`src/rtl/io_port_bank.sv`:
```
// io_port_bank
// Memory-mapped I/O port bank for the 8-bit CPU datapath.
// Provides NPORTS = 2**ADDR_W output ports with load/set/clear/toggle writes,
// and NPORTS input ports with two-flop synchronisers, change detection and
// sticky per-port change flags. CPU reads are registered with a one-cycle
// rvalid pulse.
//
// Ports:
//   clk        system clock, rising edge
//   reset      asynchronous active-high reset
//   we         write strobe for output port addr
//   wmode      00 load, 01 set (OR), 10 clear (AND NOT), 11 toggle (XOR)
//   wdata      write data / bit mask
//   re         read strobe for input port addr
//   addr       port select, shared by read and write
//   rdata      registered read data (synchronised pin value)
//   rvalid     one-cycle pulse when rdata is updated
//   in_ports   asynchronous external inputs, port i = [i*WIDTH +: WIDTH]
//   out_ports  registered outputs, same packing
//   in_flag    sticky change flag per input port
//   irq        OR of all in_flag bits (combinational)

module io_port_bank #(
  parameter int unsigned WIDTH  = 8,
  parameter int unsigned ADDR_W = 2,
  localparam int unsigned NPORTS = 1 << ADDR_W
) (
  input  logic                      clk,
  input  logic                      reset,
  input  logic                      we,
  input  logic [1:0]                wmode,
  input  logic [WIDTH-1:0]          wdata,
  input  logic                      re,
  input  logic [ADDR_W-1:0]         addr,
  output logic [WIDTH-1:0]          rdata,
  output logic                      rvalid,
  input  logic [NPORTS*WIDTH-1:0]   in_ports,
  output logic [NPORTS*WIDTH-1:0]   out_ports,
  output logic [NPORTS-1:0]         in_flag,
  output logic                      irq
);

  typedef enum logic [1:0] {
    WM_LOAD   = 2'b00,
    WM_SET    = 2'b01,
    WM_CLEAR  = 2'b10,
    WM_TOGGLE = 2'b11
  } wmode_e;

  // Output port registers
  logic [WIDTH-1:0]  r_out   [NPORTS];
  // Input path: synchroniser stages and previous synchronised value
  logic [WIDTH-1:0]  r_sync1 [NPORTS];
  logic [WIDTH-1:0]  r_sync2 [NPORTS];
  logic [WIDTH-1:0]  r_prev  [NPORTS];
  // Sticky change flags and registered read port
  logic [NPORTS-1:0] r_flag;
  logic [WIDTH-1:0]  r_rdata;
  logic              r_rvalid;

  wmode_e            w_mode;
  logic [WIDTH-1:0]  w_cur;
  logic [WIDTH-1:0]  w_wr_val;
  logic [NPORTS-1:0] w_change;
  logic [NPORTS-1:0] w_rd_clr;
  logic [NPORTS-1:0] w_flag_nxt;

  assign w_mode = wmode_e'(wmode);
  assign w_cur  = r_out[addr];

  // Read-modify-write result for the addressed output port
  always_comb begin
    w_wr_val = w_cur;
    unique case (w_mode)
      WM_LOAD:   w_wr_val = wdata;
      WM_SET:    w_wr_val = w_cur | wdata;
      WM_CLEAR:  w_wr_val = w_cur & ~wdata;
      WM_TOGGLE: w_wr_val = w_cur ^ wdata;
      default:   w_wr_val = w_cur;
    endcase
  end

  // Change detection and read-clear per port; a set on the same edge wins
  always_comb begin
    w_change   = '0;
    w_rd_clr   = '0;
    w_flag_nxt = '0;
    for (int i = 0; i < int'(NPORTS); i++) begin
      w_change[i] = (r_sync2[i] != r_prev[i]);
      w_rd_clr[i] = re && (addr == ADDR_W'(i));
    end
    w_flag_nxt = (r_flag & ~w_rd_clr) | w_change;
  end

  // Output port write registers
  always_ff @(posedge clk or posedge reset) begin
    if (reset) begin
      for (int i = 0; i < int'(NPORTS); i++) begin
        r_out[i] <= '0;
      end
    end else if (we) begin
      r_out[addr] <= w_wr_val;
    end
  end

  // Input synchronisers and previous-value registers
  always_ff @(posedge clk or posedge reset) begin
    if (reset) begin
      for (int i = 0; i < int'(NPORTS); i++) begin
        r_sync1[i] <= '0;
        r_sync2[i] <= '0;
        r_prev[i]  <= '0;
      end
    end else begin
      for (int i = 0; i < int'(NPORTS); i++) begin
        r_sync1[i] <= in_ports[i*WIDTH +: WIDTH];
        r_sync2[i] <= r_sync1[i];
        r_prev[i]  <= r_sync2[i];
      end
    end
  end

  // Sticky change flags
  always_ff @(posedge clk or posedge reset) begin
    if (reset) begin
      r_flag <= '0;
    end else begin
      r_flag <= w_flag_nxt;
    end
  end

  // Registered read port; rdata holds between reads
  always_ff @(posedge clk or posedge reset) begin
    if (reset) begin
      r_rdata  <= '0;
      r_rvalid <= 1'b0;
    end else begin
      r_rvalid <= re;
      if (re) begin
        r_rdata <= r_sync2[addr];
      end
    end
  end

  // Pack output registers onto the flat port bus
  for (genvar g = 0; g < int'(NPORTS); g++) begin : g_out_pack
    assign out_ports[g*WIDTH +: WIDTH] = r_out[g];
  end

  assign rdata   = r_rdata;
  assign rvalid  = r_rvalid;
  assign in_flag = r_flag;
  assign irq     = |r_flag;

endmodule

```
`config.mk`:
```
export PLATFORM = sky130hd
export DESIGN_NAME = io_port_bank
export DESIGN_NICKNAME = d
export VERILOG_FILES = /design/src/rtl/io_port_bank.sv
export SDC_FILE = /design/constraint.sdc
export NUM_CORES = 1
export LEC_CHECK = 0
export BUFFER_PORTS_ARGS = -buffer_cell sky130_fd_sc_hd__buf_2
export CAP_MARGIN = 20
export CORE_MARGIN = 3
export CORE_UTILIZATION = 35
export DETAILED_ROUTE_END_ITERATION = 8
export GPL_TIMING_DRIVEN = 0
export PLACE_DENSITY_LB_ADDON = 0.08
export SLEW_MARGIN = 20
export SYNTH_ARGS = -nofsm -noshare
export SYNTH_HDL_FRONTEND = slang
export SYNTH_SLANG_ARGS = --single-unit
```
`constraint.sdc`:
```
create_clock -name clk -period 5.9 [get_ports clk]
set_clock_uncertainty 0.1 [all_clocks]
set_input_delay 0.59 -clock clk [delete_from_list [all_inputs] [get_ports clk]]
set_output_delay 0.59 -clock clk [all_outputs]
set_load 0.01 [all_outputs]
```
==> run metrics, run 1 <==
crit-path max cell delay 540 ps; Avg WL per Cell 16.4 um; PwrDens 395 mW/mm^2; R2R depth 6; Initial Utilization 0.360; MaxCap Viol Count 0; Mapped Cells 354; htree depth 4; Die X 129 um; vias in the first global route 3070; Die H 129 um; Setup violations, final 0; min cycle time layout 2410 ps; setup TNS 0 ps; Comb pwr share 0.128; NetSw 0.000649 W; Critical Path, Cell by Cell buf_2 > buf_1 > mux4_2 > inv_1 > ha_1 > inv_1 > mux4_2 > o21ai_0; Final GP Congestion 0.750; most frequent cells in the layout dfrtp_1, buf_2, o21ai_0, inv_1, nand2_1; Tot GR Track Use 0.141; CP Data Arrival Time 2640 ps; syn_nets 418; period utilization 0.409; postcts setup bufs 0; DIE AREA 0.0166 mm^2; CTS tree built; clk slew on worst S/H paths 60 ps; total congestion overflow 0; slowest CP cell buf_1; post-synth top area cell dfrtp_1; Synth area leaders dfrtp_1, mux4_2, xor2_1; critical path launch point type input port; dpl hpwl 7380 um; IO Port Bufs 91; switching portion of total power 0.247; Reg power frac 0.431; RSZ-0062 raised after global routing no; Cell variety after synth 22; synthesized area per cell 14.9 um^2; antenna viol nets, final 0; total power 0.00263 W; CP Capture Type flip-flop; most common cell after layout, fill and taps aside dfrtp_1; clock buffer count from CTS 17; fin nets 529; Syn-to-layout area delta 25.9%; Worst slew margin 0.541; maximum VDD drop 222 uV; root buffer cell clkbuf_16; Antenna Cells 0; worst setup path category in2reg; clk_lat worst skew 420 ps; via-per-instance ratio 4.59; Seq/Total Area, Yosys 0.668; Clock Path Buffers 2; DRT Pass-1 Iters 4; Post-Syn Area 0.00528 mm^2; # hold bufs at CTS 0; fraction of layout cells with a size suffix above 1 0.341; Detailed Route WL 10900 um; via count 3041; Hold Fails Final Rpt 0; core area 0.0146 mm^2; Critical Path Fanout Max 10; R2R Path Start out_ports[31]$_DFFE_PP0P_; CTS sink count 141; setup ws final 3490 ps; num ports 94; first-pass GRT wire length 16900 um; R2R setup slack 3900 ps; share of the synthesized area in the top cell type 0.668; cell row count 44; Clk pwr share 0.442; Internal 0.00198 W; outcome finished clean; Synth Register Bits 141; post_cts resized 0; largest net degree at the start of global routing 83; Residual DRC 0; reg2reg end out_ports[15]$_DFFE_PP0P_; Max Clk Rate 415 MHz; Critical Path RT 6130 ps; Setup WS pre-CTS 3030 ps; initial antenna violation count 0; Min-Delay Path Class in2async; max-slew violations 0; slew at the pin closest to its max-slew limit 689 ps; YS warnings 0; 1st-iter DRT viols 115; Leakage 3.16 nW
## layer usage
layer / vias up / track usage / wire [um]
li1: 1418 / - / -
met1: 1522 / 0.190 / 4830
met2: 86 / 0.216 / 5240
met3: 15 / 0.0382 / 609
met4: 0 / 0.0649 / 209
met5: - / 0 / 0
## stage by stage
stage                     instance area, um^2  hold WS (ps)  utilization  instances
after global placement                   5960           234        0.407        629
after global routing                     6650           129        0.454        662
after detailed placement                 6000           235        0.410        630
after CTS                                6650           103        0.454        662
after floorplan                          5280           231            -        354
final                                    6650          92.5        0.454        662
## critical path, delay by kind of cell
| family | cells | cell delay, ps |
|---|---|---|
| mux | 2 | 860 |
| buf+inv | 4 | 740 |
| fa+ha+maj | 1 | 260 |
| compound gates | 1 | 200 |
## cell usage after synthesis (all sizes together)
library cell	number
nand3b	2
xor2	32
buf	10
dfrtp	141
clkbuf	2
mux2	8
mux4	24
nand3	5
inv	34
nand2	33
or3b	1
nand2b	1
ha	16
or4	1
nor4	8
o21ai	36
## power groups by stage
stage / sequential [W] / clock [W] / combinational, W
detailed placement: 0.00115 / 0 / 0.000343
finish: 0.00113 / 0.00116 / 0.000336
floorplan: 0.00116 / 0 / 0.000181
CTS: 0.00113 / 0.00119 / 0.000344
global route: 0.00114 / 0.00123 / 0.000382
global placement: 0.00115 / 0 / 0.000331
## sequential cells by signal, indices dropped and copies added, names as in the netlist
signal / count
in_flag: 4
r_sync1: 32
r_sync2: 32
rvalid: 1
rdata: 8
r_prev: 32
out_ports: 32
## worst max-delay path by stage
stage               startpoint                         to  slack [ps]  cells after the start
finish                 addr[1]  out_ports[15]$_DFFE_PP0P_        3490                      8
detailed placement     addr[1]  out_ports[15]$_DFFE_PP0P_        3030                      8
global route           addr[1]   out_ports[4]$_DFFE_PP0P_        3390                      8
global placement         reset      r_sync2[31]$_DFF_PP0_         -80                      2
CTS                    addr[1]  out_ports[15]$_DFFE_PP0P_        3470                      8
floorplan                reset       in_flag[0]$_DFF_PP0_        1430                      1
## layout make-up
type | instances | area (um^2)
fillers | 1370 | 8000
flip-flops and latches | 141 | 3530
multi-input cells | 167 | 1560
repair buffers | 92 | 483
clock buffers | 19 | 433
well taps | 184 | 230
clock inverters | 13 | 213
inverters | 34 | 135
plain buffers | 12 | 65.1
## kinds of logic (layout without fill, tap and decap cells)
kind of cell    after synthesis  count (layout)  synth area share
compound gates               36              36            0.0341
xor+xnor                     32              32            0.0531
fa+ha+maj                    16              16            0.0379
buf+inv                      46             170            0.0365
flops                       141             141             0.668
mux                          32              32             0.125
simple gates                 51              51            0.0448
Note: power is estimated with default switching activity, not from simulation.
==> run 2: changes to the inputs <==
==> constraint.sdc (replaced) <==
create_clock -name clk -period 2.3 [get_ports clk]
set_clock_uncertainty 0.1 [all_clocks]
set_input_delay 0.23 -clock clk [delete_from_list [all_inputs] [get_ports clk]]
set_output_delay 0.23 -clock clk [all_outputs]
set_load 0.01 [all_outputs]
==> run 2 against run 1 <==
Die area unchanged. Non-clock buffer count up 37. Global-route usage up 0.70 points. Final cell count up 5.6%. Clock-buffer cell count down 2. Hold slack better by 120 ps. Via count up 3.7%. Critical endpoint is now out_ports[29]$_DFFE_PP0P_. Largest cell class unchanged.
==> run metrics, run 2 (synthesized netlist as in run 1, its figures left out) <==
IO Port Bufs 91 (unchanged); Die X 129 um (unchanged); Tot GR Track Use 0.148 (+0.00702); Critical Path RT 2530 ps (-3600 ps); reg2reg end out_ports[29]$_DFFE_PP0P_; slowest CP cell buf_1; CTS sink count 141 (unchanged); CP startpoint addr[1]; Die H 129 um (unchanged); Clock Path Buffers 2 (unchanged); Initial Utilization 0.360 (unchanged); Avg WL per Cell 16.0 um (-2.6%); htree depth 4 (unchanged); crit-path max cell delay 550 ps (about the same); Leakage 3.28 nW (+3.8%); DIE AREA 0.0166 mm^2 (unchanged); Min-Delay Path Class in2reg; R2R setup slack 280 ps (-3620 ps); via count 3153 (+3.7%); R2R Path Start out_ports[29]$_DFFE_PP0P_; clk slew on worst S/H paths 60 ps (about the same); Detailed Route WL 11200 um (+2.8%); clk_lat worst skew 420 ps (about the same); DRT Pass-1 Iters 4 (unchanged); most frequent cells in the layout dfrtp_1, buf_2, o21ai_0, dlygate4sd3_1; antenna viol nets, final 0 (unchanged); num ports 94 (unchanged); Final GP Congestion 0.740 (-1.3%); total congestion overflow 0 (unchanged); MaxCap Viol Count 0 (unchanged); Hold Crit Depth 3; crit path to out_ports[29]$_DFFE_PP0P_; Max Clk Rate 477 MHz; 1st-iter DRT viols 187 (+63%); period utilization 0.911; CP Capture Type flip-flop; area of the multi-input gates 0.00156 mm^2 (unchanged); vias in the first global route 3306 (+7.7%); Syn-to-layout area delta 32.2%; Reg area 0.00353 mm^2 (unchanged); core area 0.0146 mm^2 (unchanged); Setup WS pre-CTS -213 ps (-3240 ps); fin nets 566 (+7.0%); max-slew violations 0 (unchanged); first-pass GRT wire length 18200 um (+7.5%); PwrDens 932 mW/mm^2 (+140%); post_cts resized 0 (unchanged); initial antenna violation count 0 (unchanged); Residual DRC 0 (unchanged); maximum VDD drop 504 uV (+130%); root buffer cell clkbuf_16; R2R depth 6 (unchanged); # hold bufs at CTS 34 (+34); postcts setup bufs 0 (unchanged); Critical Path, Cell by Cell buf_2 > buf_1 > mux4_2 > inv_1 > ha_1 > inv_1 > mux4_2 > o21ai_0; most common cell after layout, fill and taps aside dfrtp_1; worst setup path category in2reg; setup TNS 0 ps (unchanged); RSZ-0062 raised after global routing no; outcome finished clean; slew at the pin closest to its max-slew limit 713 ps (+23.6 ps); Hold Fails Final Rpt 0 (unchanged); dpl hpwl 7760 um (+5.1%); Critical Path Fanout Max 10 (unchanged); min cycle time layout 2090 ps; CP Data Arrival Time 2320 ps (-320 ps); Setup violations, final 0 (unchanged); setup ws final 205 ps (-3280 ps); Fill cells 1322 (-3.5%); critical path launch point type input port; CTS tree built; Antenna Cells 0 (unchanged); fraction of layout cells with a size suffix above 1 0.326 (-0.0148); cell row count 44 (unchanged); clock buffer count from CTS 17 (unchanged); largest net degree at the start of global routing 38 (-54%); via-per-instance ratio 4.51 (-1.8%); Worst slew margin 0.525 (-0.0158)
[run 2: changes by cell type in the layout (fill, tap and decap cells not counted), moves of 2 or more]
cell,change
clkbuf_1,-2
bufinv_16,-3
inv_8,-2
inv_6,+2
buf_12,+4
clkinvlp_4,+5
dlygate4sd3_1,+34
[run 2: metal layers]
metal,wire length (um),global-route usage,vias to the layer above
met2,5270,0.222,87
li1,-,-,1490
met1,5200,0.205,1558
met5,0,0,-
met4,206,0.0686,0
met3,516,0.0369,18
[run 2: final cells by class]
type	instances	share of cell area
Tap cell	184	0.0330
Sequential cell	141	0.506
Timing Repair Buffer	129	0.126
Clock buffer	17	0.0610
Inverter	34	0.0188
Multi-Input combinational cell	167	0.223
Clock inverter	15	0.0233
Buffer	12	0.00933
[run 2: per-stage QoR]
step | utilization | cells | hold WS (ps) | area [um^2] | total power (W)
2_1_floorplan | - | 354 | 161 | 5280 | 0.00345
3_3_place_gp | 0.408 | 629 | 235 | 5970 | 0.00379
3_5_place_dp | 0.413 | 633 | 144 | 6050 | 0.00385
4_1_cts | 0.476 | 699 | 196 | 6980 | 0.00660
5_1_grt | 0.476 | 699 | 225 | 6980 | 0.00684
6_report | 0.476 | 699 | 209 | 6980 | 0.00650
[run 2: where the power goes]
part	total (W)	switching, W	internal, W	leakage (nW)
sequential	0.00291	0.000182	0.00273	1.66
clock	0.00268	0.00107	0.00161	0.269
combinational	0.000914	0.000458	0.000456	1.35
[run 2: worst min path at each step]
stage                                       end  slack, ps             startpoint
after floorplan            r_sync1[0]$_DFF_PP0_        160           in_ports[24]
after global placement    r_sync2[12]$_DFF_PP0_        230  r_sync1[12]$_DFF_PP0_
after detailed placement   rdata[6]$_DFFE_PP0P_        140                  reset
after CTS                  rdata[6]$_DFFE_PP0P_        200                addr[0]
after global routing       rdata[6]$_DFFE_PP0P_        220                addr[0]
final                      rdata[6]$_DFFE_PP0P_        210                addr[0]
[run 2: critical path, delay by kind of cell]
kind | cells | cell delay [ps]
muxes | 2 | 870
buffers and inverters | 4 | 750
adders and majority gates | 1 | 260
AOI/OAI and AO/OA | 1 | 200
==> run 3: changes to the inputs <==
==> constraint.sdc (replaced) <==
create_clock -name clk -period 2.2 [get_ports clk]
set_clock_uncertainty 0.1 [all_clocks]
set_input_delay 0.22 -clock clk [delete_from_list [all_inputs] [get_ports clk]]
set_output_delay 0.22 -clock clk [all_outputs]
set_load 0.01 [all_outputs]
==> run 3 against run 2 <==
Clock-buffer cell count did not move. Core utilization barely moved. Worst setup slack got worse by 25 ps. Final cell count fell by 0.14%. First-iteration DRC count fell by 4.8%. Sequential power rose by 4%. Die area did not move. Sequential share of layout area barely moved. Critical endpoint unchanged.
==> run metrics, run 3 (synthesized netlist as in run 1, its figures left out) <==
clk slew on worst S/H paths 60 ps (about the same); max-slew violations 0 (unchanged); largest net degree at the start of global routing 38 (unchanged); RSZ-0062 raised after global routing no; Residual DRC 0 (unchanged); DRT Pass-1 Iters 4 (unchanged); Core Util, Final 0.476 (about the same); first-pass GRT wire length 18200 um (unchanged); cell row count 44 (unchanged); worst setup path category reg2reg; total power 0.00679 W (+4.5%); Avg WL per Cell 15.9 um (-0.49%); clk_lat worst skew 420 ps (about the same); Syn-to-layout area delta 32.1% (about the same); Worst slew margin 0.615 (+0.0905); PwrDens 974 mW/mm^2 (+4.6%); via count 3152 (-0.032%); Die X 129 um (unchanged); Leakage 3.28 nW (about the same); MaxCap Viol Count 0 (unchanged); period utilization 0.918; initial antenna violation count 0 (unchanged); fin nets 565 (-0.18%); area of the multi-input gates 0.00156 mm^2 (unchanged); dpl hpwl 7760 um (unchanged); num ports 94 (unchanged); Die H 129 um (unchanged); root buffer cell clkbuf_16; slew at the pin closest to its max-slew limit 577 ps (-136 ps); vias in the first global route 3306 (unchanged); most common cell after layout, fill and taps aside dfrtp_1; CTS tree built; CP Data Arrival Time 2250 ps (-70 ps); Antenna Cells 0 (unchanged); Fill cells 1322 (unchanged); Setup violations, final 0 (unchanged); Final GP Congestion 0.740 (unchanged); via-per-instance ratio 4.52 (+0.11%); Clk pwr share 0.412 (about the same); Tot GR Track Use 0.148 (unchanged); Hold WS 199 ps (-9.51 ps); Internal 0.00501 W (+4.5%); Comb pwr share 0.140 (about the same); antenna viol nets, final 0 (unchanged); post_cts resized 0 (unchanged); CP Capture Type flip-flop; fraction of layout cells with a size suffix above 1 0.327 (+0.000635); htree depth 4 (unchanged); most frequent cells in the layout dfrtp_1, buf_2, o21ai_0, dlygate4sd3_1; clock buffer count from CTS 17 (unchanged); 1st-iter DRT viols 178 (-4.8%); CTS sink count 141 (unchanged); Critical Path RT 2430 ps (-100 ps); min cycle time layout 2020 ps; IO Port Bufs 91 (unchanged); Max Clk Rate 495 MHz; switching portion of total power 0.263 (about the same); maximum VDD drop 526 uV (+4.4%); Critical Path Fanout Max 4 (-6); Reg power frac 0.448 (about the same); Hold Fails Final Rpt 0 (unchanged); Initial Utilization 0.360 (unchanged); critical path launch point type flip-flop; Clock Path Buffers 2 (unchanged); total congestion overflow 0 (unchanged); core area 0.0146 mm^2 (unchanged); NetSw 0.00179 W (+4.4%); Reg area 0.00353 mm^2 (unchanged); outcome finished clean; Min-Delay Path Class in2reg; Detailed Route WL 11100 um (-0.63%); DIE AREA 0.0166 mm^2 (unchanged)
-- run 3: cell count changes in the layout (fill, tap and decap cells not counted), sizes merged --
cell	change
buf	-1
-- run 3: path summary, 6_finish.rpt --
| path | cells past startpoint | startpoint | endpoint | slack (ps) |
|---|---|---|---|---|
| setup / recovery | 6 | out_ports[29]$_DFFE_PP0P_ | out_ports[29]$_DFFE_PP0P_ | 180 |
| hold / removal | 3 | addr[0] | rdata[6]$_DFFE_PP0P_ | 200 |
| setup reg to reg | 6 | out_ports[29]$_DFFE_PP0P_ | out_ports[29]$_DFFE_PP0P_ | 180 |
| hold reg to reg | 0 | r_sync1[30]$_DFF_PP0_ | r_sync2[30]$_DFF_PP0_ | 240 |
| max in group asynchronous | 5 | reset | rdata[2]$_DFFE_PP0P_ | 1050 |
| min in group asynchronous | 3 | reset | r_sync2[30]$_DFF_PP0_ | 230 |
-- run 3: worst max-delay path, stage by stage, from the launching register on --
cell	delay, ps
dfrtp_1	400
mux4_2	500
inv_1	70
ha_1	120
inv_1	30
mux4_2	510
o21ai_0	200
-- run 3: area by class of cell --
| cell class | count | area share |
|---|---|---|
| Clock buffer | 17 | 0.0610 |
| Tap cell | 184 | 0.0330 |
| Sequential cell | 141 | 0.506 |
| Buffer | 11 | 0.00879 |
| Multi-Input combinational cell | 167 | 0.223 |
| Clock inverter | 15 | 0.0233 |
| Inverter | 34 | 0.0188 |
| Timing Repair Buffer | 129 | 0.126 |
-- run 3: layer usage --
metal | vias to the layer above | track usage | share of wire
met5 | - | 0 | 0
met4 | 0 | 0.0686 | 0.019
met3 | 18 | 0.0369 | 0.050
met2 | 86 | 0.222 | 0.47
met1 | 1561 | 0.205 | 0.46
li1 | 1487 | - | -
-- run 3: through the flow --
step                instance area [um^2]  setup slack (ps)  setup TNS, ps  cells
floorplan                           5280               117              0    354
global placement                    5970              -721        -107110    629
detailed placement                  6050              -303          -7880    633
CTS                                 6980               132              0    699
global route                        6970              35.0              0    698
finish                              6970               180              0    698
-- run 3: timing repair --
item | in CTS | in global routing
setup buffers | 0 | 0
setup endpoints to repair | 0 | 2
hold endpoints to repair | 71 | 0
hold buffers | 34 | 0
-- run 3: power groups by stage --
stage	logic, W	registers (W)	clock network (W)
detailed placement	0.000929	0.00309	0
CTS	0.000977	0.00304	0.00288
global placement	0.000884	0.00308	0
floorplan	0.000486	0.00312	0
finish	0.000954	0.00304	0.00280
global route	0.00109	0.00308	0.00298
